<file path="config.mk">
export PLATFORM = sky130hd
export DESIGN_NAME = adder_sequencer
export DESIGN_NICKNAME = d
export VERILOG_FILES = /design/src/rtl/adder_seq_pkg.sv /design/src/rtl/adder_seq_decode.sv /design/src/rtl/adder_sequencer.sv
export SDC_FILE = /design/constraint.sdc
export NUM_CORES = 1
export LEC_CHECK = 0
export ABC_AREA = 1
export CORE_MARGIN = 2
export CORE_UTILIZATION = 50
export CTS_BUF_LIST = sky130_fd_sc_hd__clkbuf_8
export DETAILED_ROUTE_END_ITERATION = 10
export MAX_ROUTING_LAYER = met4
export PLACE_DENSITY = 0.79
export SETUP_SLACK_MARGIN = 0.15
export SLEW_MARGIN = 5
export SYNTH_ARGS = -nofsm -noshare
export SYNTH_HDL_FRONTEND = slang
export SYNTH_HIERARCHICAL = 1
export SYNTH_SLANG_ARGS = --single-unit
</file>
<file path="constraint.sdc">
create_clock -name clk -period 2.23 [get_ports clk]
set_input_delay 0.446 -clock clk [delete_from_list [all_inputs] [get_ports clk]]
set_output_delay 0.446 -clock clk [all_outputs]
set_load 0.1 [all_outputs]
</file>
<file path="src/rtl/adder_seq_pkg.sv">
`default_nettype none
// +----------------------------------------------------------------------------+
// | Module      : adder_seq_pkg                                                |
// | Description : Shared opcodes, state encodings and control-word bit          |
// |               positions for the adder/accumulator control sequencer.       |
// |               The opcode 110 decode depends on ADDER_SEQ_CONDADD_EN in the  |
// |               decode block; this package is identical in both builds.      |
// | Revision    : 1.0 - initial release                                        |
// +----------------------------------------------------------------------------+
package adder_seq_pkg;

   // Opcodes (3-bit)
   localparam logic [2:0] OP_NOP   = 3'b000;
   localparam logic [2:0] OP_LDA   = 3'b001;
   localparam logic [2:0] OP_ADD   = 3'b010;
   localparam logic [2:0] OP_SUB   = 3'b011;
   localparam logic [2:0] OP_OUT   = 3'b100;
   localparam logic [2:0] OP_CLR   = 3'b101;
   localparam logic [2:0] OP_ADDNZ = 3'b110;
   localparam logic [2:0] OP_HLT   = 3'b111;

   // Sequencer states (3-bit)
   typedef enum logic [2:0] {
      ST_IDLE  = 3'd0,
      ST_DRIVE = 3'd1,
      ST_LOADA = 3'd2,
      ST_LOADB = 3'd3,
      ST_EXEC  = 3'd4,
      ST_HALT  = 3'd5
   } state_t;

   // Control-word bit positions
   localparam int CW_LOAD_BUS = 0;
   localparam int CW_NLA      = 1;
   localparam int CW_NLB      = 2;
   localparam int CW_EU       = 3;
   localparam int CW_SUB      = 4;
   localparam int CW_OUT_SEL  = 5;
   localparam int CW_BUSY     = 6;
   localparam int CW_DONE     = 7;
   localparam int CW_ILLEGAL  = 8;
   localparam int CW_HALTED   = 9;
   localparam int CW_W        = 10;

   typedef logic [CW_W-1:0] cw_t;

   // Idle control word: everything inactive, active-low loads held high
   localparam cw_t CW_IDLE = cw_t'((1 << CW_NLA) | (1 << CW_NLB));

endpackage
`default_nettype wire

</file>
<file path="src/rtl/adder_seq_decode.sv">
`default_nettype none
// +----------------------------------------------------------------------------+
// | Module      : adder_seq_decode                                             |
// | Description : Combinational next-state and next-control-word decode.       |
// |               The word produced is the one the output registers hold while |
// |               the sequencer sits in the returned next state.               |
// | Ports       : state_i   current state                                      |
// |               accept_i  instruction handshake this cycle                   |
// |               op_i      incoming opcode on accept, else captured opcode    |
// |               imm_i     incoming immediate on accept, else captured imm    |
// |               zf_i      datapath zero flag (used only for ADDNZ)           |
// |               out_sel_i current output select (held unless OUT)            |
// |               state_o   next state                                         |
// |               cw_o      next control word                                  |
// |               data_o    next datapath input value                          |
// | Config      : ADDER_SEQ_CONDADD_EN enables opcode 110 as ADDNZ             |
// | Revision    : 1.0 - initial release                                        |
// +----------------------------------------------------------------------------+
module adder_seq_decode
   import adder_seq_pkg::*;
#(
   parameter int DATA_W = 8,
   parameter int OP_W   = 3
) (
   input  state_t            state_i,
   input  logic              accept_i,
   input  logic [OP_W-1:0]   op_i,
   input  logic [DATA_W-1:0] imm_i,
   input  logic              zf_i,
   input  logic              out_sel_i,
   output state_t            state_o,
   output cw_t               cw_o,
   output logic [DATA_W-1:0] data_o
);

   logic is_load_a;
   logic is_clr;

   assign is_load_a = (op_i == OP_LDA) || (op_i == OP_CLR);
   assign is_clr    = (op_i == OP_CLR);

`ifndef ADDER_SEQ_CONDADD_EN
   // zf only matters for ADDNZ
   logic unused_zf;
   assign unused_zf = zf_i;
`endif

   always_comb begin
      state_o             = state_i;
      cw_o                = CW_IDLE;
      cw_o[CW_OUT_SEL]    = out_sel_i;
      data_o              = '0;

      case (state_i)
         ST_IDLE: begin
            if (accept_i) begin
               case (op_i)
                  OP_NOP: ;
                  OP_LDA, OP_CLR, OP_ADD, OP_SUB: state_o = ST_DRIVE;
                  OP_OUT: cw_o[CW_OUT_SEL] = imm_i[0];
                  OP_HLT: state_o = ST_HALT;
`ifdef ADDER_SEQ_CONDADD_EN
                  // zf set means nothing to add: behave as a silent NOP
                  OP_ADDNZ: if (!zf_i) state_o = ST_DRIVE;
`endif
                  default: cw_o[CW_ILLEGAL] = 1'b1;
               endcase
            end
         end
         ST_DRIVE: state_o = is_load_a ? ST_LOADA : ST_LOADB;
         ST_LOADA: state_o = ST_IDLE;
         ST_LOADB: state_o = ST_EXEC;
         ST_EXEC:  state_o = ST_IDLE;
         ST_HALT:  state_o = ST_HALT;
         default:  state_o = ST_IDLE;
      endcase

      // Moore decode of the state being entered
      case (state_o)
         ST_DRIVE: begin
            cw_o[CW_LOAD_BUS] = 1'b1;
            data_o            = is_clr ? '0 : imm_i;
         end
         ST_LOADA: begin
            cw_o[CW_LOAD_BUS] = 1'b1;
            cw_o[CW_NLA]      = 1'b0;
            data_o            = is_clr ? '0 : imm_i;
         end
         ST_LOADB: begin
            cw_o[CW_LOAD_BUS] = 1'b1;
            cw_o[CW_NLB]      = 1'b0;
            data_o            = imm_i;
         end
         ST_EXEC: begin
            cw_o[CW_EU]  = 1'b1;
            cw_o[CW_SUB] = (op_i == OP_SUB);
            cw_o[CW_NLA] = 1'b0;
         end
         ST_HALT: cw_o[CW_HALTED] = 1'b1;
         default: ;
      endcase

      cw_o[CW_BUSY] = (state_o != ST_IDLE);
      // Completion is flagged on the first idle cycle after the A write
      cw_o[CW_DONE] = (state_o == ST_IDLE) &&
                      ((state_i == ST_LOADA) || (state_i == ST_EXEC));
   end

endmodule
`default_nettype wire

</file>
<file path="src/rtl/adder_sequencer.sv">
`default_nettype none
// +----------------------------------------------------------------------------+
// | Module      : adder_sequencer                                              |
// | Description : Microcoded control sequencer for the adder/accumulator       |
// |               datapath. Expands one opcode+immediate per handshake into    |
// |               the multi-cycle control-word sequence; all outputs except    |
// |               instr_ready are registered.                                  |
// | Ports       : clk, rst (sync, active-high)                                 |
// |               instr_valid/instr_ready/instr_op/instr_imm  instruction in   |
// |               zf        datapath zero flag, sampled at accept              |
// |               data_out  datapath input value                               |
// |               load_bus, nla, nlb, ea, eu, sub, out_sel  control word       |
// |               busy, done, illegal, halted  status                          |
// | Config      : ADDER_SEQ_CONDADD_EN enables opcode 110 as ADDNZ             |
// | Revision    : 1.0 - initial release                                        |
// +----------------------------------------------------------------------------+
module adder_sequencer
   import adder_seq_pkg::*;
#(
   parameter int DATA_W = 8,
   parameter int OP_W   = 3
) (
   input  logic              clk,
   input  logic              rst,
   input  logic              instr_valid,
   output logic              instr_ready,
   input  logic [OP_W-1:0]   instr_op,
   input  logic [DATA_W-1:0] instr_imm,
   input  logic              zf,
   output logic [DATA_W-1:0] data_out,
   output logic              load_bus,
   output logic              nla,
   output logic              nlb,
   output logic              ea,
   output logic              eu,
   output logic              sub,
   output logic              out_sel,
   output logic              busy,
   output logic              done,
   output logic              illegal,
   output logic              halted
);

   state_t            state_q, state_d;
   logic [OP_W-1:0]   op_q, op_eff;
   logic [DATA_W-1:0] imm_q, imm_eff;
   logic [DATA_W-1:0] data_q, data_d;
   cw_t               cw_q, cw_d;
   logic              accept;

   assign instr_ready = (state_q == ST_IDLE) && !rst;
   assign accept      = instr_valid && instr_ready;

   // On accept the decode must see the incoming instruction, since the
   // first control word is registered on the same edge as the capture.
   assign op_eff  = accept ? instr_op  : op_q;
   assign imm_eff = accept ? instr_imm : imm_q;

   adder_seq_decode #(
      .DATA_W (DATA_W),
      .OP_W   (OP_W)
   ) u_decode (
      .state_i   (state_q),
      .accept_i  (accept),
      .op_i      (op_eff),
      .imm_i     (imm_eff),
      .zf_i      (zf),
      .out_sel_i (cw_q[CW_OUT_SEL]),
      .state_o   (state_d),
      .cw_o      (cw_d),
      .data_o    (data_d)
   );

   always_ff @(posedge clk) begin
      if (rst) begin
         state_q <= ST_IDLE;
         op_q    <= '0;
         imm_q   <= '0;
         data_q  <= '0;
         cw_q    <= CW_IDLE;
      end else begin
         state_q <= state_d;
         data_q  <= data_d;
         cw_q    <= cw_d;
         if (accept) begin
            op_q  <= instr_op;
            imm_q <= instr_imm;
         end
      end
   end

   assign data_out = data_q;
   assign load_bus = cw_q[CW_LOAD_BUS];
   assign nla      = cw_q[CW_NLA];
   assign nlb      = cw_q[CW_NLB];
   assign ea       = 1'b0;
   assign eu       = cw_q[CW_EU];
   assign sub      = cw_q[CW_SUB];
   assign out_sel  = cw_q[CW_OUT_SEL];
   assign busy     = cw_q[CW_BUSY];
   assign done     = cw_q[CW_DONE];
   assign illegal  = cw_q[CW_ILLEGAL];
   assign halted   = cw_q[CW_HALTED];

endmodule
`default_nettype wire

</file>
# After elaboration in Yosys (flattened, before gate mapping)
# Index checks and enable logic that the tools add are counted.
[word_totals] regBits=32 in_bits=15 output_inout_bits=20 wordCells=59
[op_classes] eq_ne=16 mux=14 bitwise=3 reduce_logical=18
[op_table] op="$eq A3 B3 Y1 const B" n=7
[op_table] op="$eq A3 B2 Y1 const B" n=6
[op_table] op="$mux W8" n=2
[op_table] op="$pmux W8 S2" n=1
[op_table] op="$pmux W3 S4" n=1
[op_table] op="$eq A3 B1 Y1 const B" n=3
[op_table] op="$logic_not A3 Y1" n=3
[op_table] op="$mux W1" n=7
[op_table] op="$reduce_or A7 Y1" n=1
[op_table] op="$mux W3" n=2
[op_table] op="$pmux W3 S2" n=1
[op_table] op="$reduce_or A2 Y1" n=3
[op_table] op="$reduce_or A3 Y1" n=2
[op_table] op="$reduce_or A4 Y1" n=1
[op_table] op="$logic_and A1 B1 Y1" n=3
[op_table] op="$not A1 Y1" n=3
[op_table] op="$reduce_and A3 Y1" n=1
[op_table] op="$reduce_bool A3 Y1" n=1
[op_table] op="$logic_or A1 B1 Y1" n=2
[op_table] op="$logic_not A1 Y1" n=1

# Logic depth before layout (Yosys ltp)
# Gate-level depths: netlist of run 1.
[depth] depth_word=12 depth_mapped=15 mapped_depth_nobuf=13

# Cells and area by module
# Netlist of run 1, hierarchy kept.
[by_module_without_submodules] mod="adder_sequencer" n_inst=1 cells_per_inst=164 area_per_inst_um2=1247.4 seq_area_each_um2=640.6
[by_module_without_submodules] mod="adder_seq_decode" n_inst=1 cells_per_inst=63 area_per_inst_um2=305.3 seq_area_each_um2=0.0

# Worst setup path after synthesis of run 1
# No wires, ideal clock.
[synth_timing] path_type="input to output" startpoint="in rst" endpoint="out instr_ready" arrival_ns=3.424 required_ns=1.784 path_slack_ns=-1.640 stages=2 path_buffers=1 path_cell_list="buf_6 nor4_1"
[synth_via] elab_chain_len=2
[synth_lines] element="from (decl)" line_no="adder_sequencer.sv:24" source="input logic rst,"
[synth_lines] element="$logic_not A1 Y1" line_no="adder_sequencer.sv:51" source="assign instr_ready = (state_q == ST_IDLE) && !rst;"
[synth_lines] element="$logic_and A1 B1 Y1" line_no="adder_sequencer.sv:51"
[synth_lines] element="to (decl)" line_no="adder_sequencer.sv:26" source="output logic instr_ready,"
# No other way between the ends.

# Worst setup path after layout of run 1
# Same ends and word-level chain as after synthesis.

==> impl_metrics.xml, run 1 <==
<?xml version="1.0" encoding="UTF-8"?>
<metrics>
  <group name="outcome">
    <metric name="result_of_the_run" unit="">finished, final reports clean</metric>
  </group>
  <group name="placed_design">
    <metric name="placedCellCount" unit="">300</metric>
    <metric name="gp_routability_congestion" unit="">0.776</metric>
    <metric name="pre_cts_slack" unit="ns">-0.221</metric>
    <metric name="place_hpwl" unit="um">1960</metric>
    <metric name="port-buffer-count" unit="">32</metric>
  </group>
  <group name="finish">
    <metric name="area.growth.synth_to_final" unit="%">33.7</metric>
    <metric name="layout.nets" unit="">290</metric>
    <metric name="layout_commonest_cell" unit="">inv_1</metric>
    <metric name="mostFrequentLayoutCells" unit="">inv_1 (72), nor2_1 (45), buf_4 (35)</metric>
    <metric name="final.fill_count" unit="">251</metric>
    <metric name="n_diodes" unit="">0</metric>
    <metric name="final_cell_count_no_fill" unit="">309</metric>
    <metric name="layout-drive-gt1-share" unit="%">25.7</metric>
  </group>
  <group name="timing">
    <metric name="achievable-frequency" unit="MHz">522</metric>
    <metric name="final-setup-viol-count" unit="">0</metric>
    <metric name="final.setup.tns" unit="ns">0</metric>
    <metric name="timing.final.max_slew_violations" unit="">0</metric>
    <metric name="clock-skew-final" unit="ns">0.00461</metric>
    <metric name="final-hold-violation-count" unit="">0</metric>
    <metric name="post-route-period-util" unit="%">85.9</metric>
    <metric name="rsz0062_at_grt" unit="">true</metric>
    <metric name="final.setup.worst_slack" unit="ns">0.314</metric>
    <metric name="timing.final.crit_period" unit="ns">1.92</metric>
  </group>
  <group name="critical_path">
    <metric name="worstSetupEndpointType" unit="">output pin</metric>
    <metric name="crit_type" unit="">in -&gt; out</metric>
    <metric name="worstPathBufferInverterCount" unit="">3</metric>
    <metric name="crit-reg2reg-capture" unit="">cw_q[1]$_SDFF_PP1_</metric>
    <metric name="path_cells" unit="">dlygate4sd2_1 -&gt; buf_8 -&gt; nor4_4 -&gt; buf_12</metric>
    <metric name="setup.worst_path.start_class" unit="">primary input</metric>
    <metric name="worst-r2r-cell-count" unit="">11</metric>
    <metric name="worst_r2r_startpoint" unit="">state_q[2]$_SDFF_PP0_</metric>
    <metric name="cp_top_family" unit="">buffers and inverters</metric>
    <metric name="cp.required" unit="ns">1.78</metric>
    <metric name="cp_max_fo" unit="">33</metric>
    <metric name="timing.critical_path.slowest_stage_cell" unit="">dlygate4sd2_1</metric>
    <metric name="rrSetupSlack" unit="ns">0.35</metric>
    <metric name="cp_data_arrival_time" unit="ns">1.47</metric>
    <metric name="timing.critical_path.slowest_cell_delay" unit="ns">0.32</metric>
  </group>
  <group name="logic_synthesis">
    <metric name="synth_seq_area_share" unit="%">41.3</metric>
    <metric name="syn-instance-count" unit="">227</metric>
    <metric name="synth-warning-count" unit="">6</metric>
    <metric name="synthesis.nets" unit="">242</metric>
    <metric name="synth.ff_latch_count" unit="">32</metric>
    <metric name="post_synth_instance_area" unit="um^2">1550</metric>
    <metric name="ys_types" unit="">25</metric>
    <metric name="synthesis.area_per_instance" unit="um^2">6.84</metric>
  </group>
  <group name="drt">
    <metric name="vias" unit="">1334</metric>
    <metric name="dr.first_iter.drc_count" unit="">18</metric>
    <metric name="detail_route.first_pass.iterations" unit="">4</metric>
    <metric name="finalWirelength" unit="um">2720</metric>
    <metric name="drt-vias-per-instance" unit="">4.32</metric>
    <metric name="route.detailed.wl_per_inst" unit="um">8.80</metric>
    <metric name="drc" unit="">0</metric>
    <metric name="ant_nets_after_route" unit="">0</metric>
  </group>
  <group name="cts">
    <metric name="cts-buffers-inserted" unit="">5</metric>
    <metric name="ctsHtreeMaxLevel" unit="">2</metric>
    <metric name="cts_tree" unit="">yes</metric>
    <metric name="clkLatencyLatePin" unit="ns">0.28</metric>
    <metric name="cts.sinks" unit="">32</metric>
    <metric name="max_clock_buf_depth" unit="">2</metric>
    <metric name="clk_pin_slew" unit="ns">0.06</metric>
    <metric name="root_buffer" unit="">clkbuf_8</metric>
  </group>
  <group name="global_route">
    <metric name="number_of_global_route_vias_before_repair" unit="">1141</metric>
    <metric name="grt_max_degree" unit="">34</metric>
    <metric name="antenna_found_initial" unit="">0</metric>
    <metric name="grt_first_pass_wirelength" unit="um">4600</metric>
    <metric name="grt.overflow.total" unit="">0</metric>
    <metric name="globalRouteTotalUtil" unit="%">18.4</metric>
  </group>
  <group name="hold_path">
    <metric name="worstHoldStart" unit="">imm_q[7]$_SDFF_PP0_</metric>
    <metric name="min-delay-path-class" unit="">reg -&gt; reg</metric>
    <metric name="endpoint_worst_hold" unit="">imm_q[7]$_SDFF_PP0_</metric>
    <metric name="hold_depth" unit="">4</metric>
  </group>
  <group name="run">
    <metric name="cap_violations" unit="">0</metric>
  </group>
  <group name="floorplan">
    <metric name="area_of_the_die" unit="um^2">3570</metric>
    <metric name="floorplan.io_pins" unit="">35</metric>
    <metric name="core_area" unit="um^2">3000</metric>
    <metric name="die_width" unit="um">59.7</metric>
    <metric name="start_util" unit="%">51.7</metric>
    <metric name="die-height" unit="um">59.7</metric>
    <metric name="placementRows" unit="">20</metric>
  </group>
  <group name="power_and_ir_drop">
    <metric name="pwr_density_cell" unit="nW/um^2">711</metric>
    <metric name="power.ir.vdd_worst" unit="V">0.000529</metric>
    <metric name="p_leak" unit="nW">1.10</metric>
  </group>
</metrics>
## routing by layer
metal / vias to the layer above / GRT usage [%] / wire length, um
li1: 737 / - / -
met3: 9 / 6.71 / 145
met2: 33 / 29.0 / 1320
met5: - / - / 0
met1: 555 / 19.8 / 1170
met4: 0 / 10.2 / 85
## timing repair
action | in CTS | in global routing
cloned | 0 | 0
resized for setup | 4 | 3
buffers inserted | 0 | 1
hold buffers | 0 | 0
setup endpoints to repair | 12 | 16
pin swaps | 0 | 1
## layout make-up
| class | count | area, um^2 | share of cell area [%] |
|---|---|---|---|
| Clock buffer | 6 | 82.6 | 3.98 |
| Clock inverter | 2 | 7.51 | 0.362 |
| Inverter | 73 | 274 | 13.2 |
| Multi-Input combinational cell | 113 | 603 | 29.1 |
| Sequential cell | 32 | 642 | 30.9 |
| Tap cell | 33 | 41.3 | 1.99 |
| Timing Repair Buffer | 50 | 425 | 20.5 |
## worst min-delay path: cells and delay by family, from the launching register on
| family | cells | cell delay, ns |
|---|---|---|
| and+or+nand+nor | 3 | 0.15 |
| DFF | 1 | 0.30 |
| buffers and inverters | 1 | 0.04 |
## synthesized netlist by cell type (all sizes together)
master  number  share of area (%)
conb         1               0.24
nor2        50                 14
nand4       12                4.8
dfxtp       32                 41
or2          3                1.2
clkbuf       4               0.97
o21ai        2               0.64
buf          5                2.6
nand3        6                4.2
a21oi        1                1.0
o21bai       1               0.48
nor4         1               0.40
nand2       35                 10
inv         73                 18
nor3         1               0.32
## metrics by stage
stage	power, mW	instance area, um^2	utilization (%)	hold slack (ns)
6_report	1.48	2080	69.1	0.529
5_1_grt	1.56	2080	69.1	0.563
4_1_cts	1.49	2060	68.7	0.526
3_5_place_dp	1.04	1970	65.5	0.515
3_3_place_gp	1.04	1970	65.5	0.512
2_1_floorplan	0.929	1570	-	0.497
## where the power goes
part,internal (mW),switching (mW),leakage [nW]
combinational,0.142,0.276,0.787
clock,0.242,0.199,0.0538
sequential,0.604,0.0133,0.261
## cell families after synthesis
family	synth area share (%)
AND/OR/NAND/NOR	35.1
buffers and inverters	21.2
flip-flops	41.3
AO/OA/AOI/OAI	2.18
other	0.242
## how the worst max path moves through the flow
stage	startpoint	end	slack, ns	depth (start not counted)
after floorplan	rst	instr_ready	0.17	2
after global placement	rst	cw_q[1]$_SDFF_PP1_	-0.22	11
after detailed placement	rst	cw_q[1]$_SDFF_PP1_	-0.22	11
after CTS	state_q[1]$_SDFF_PP0_	cw_q[1]$_SDFF_PP1_	0.17	10
after global routing	rst	data_out[7]$_SDFF_PP0_	0.15	13
final	rst	instr_ready	0.31	4
## registers in the layout, summed over array words and instances, names as in the netlist
register,flops
op_q,3
cw_q,10
data_out,8
imm_q,8
state_q,3
No activity file was read; power rests on OpenSTA's default activity.
==> run 2, diff against run 1 <==
ABC_CLOCK_PERIOD_IN_PS = 2230   (was unset)
==> results of run 2 <==
Final layout, timing and power as in run 1 (identical DEF).
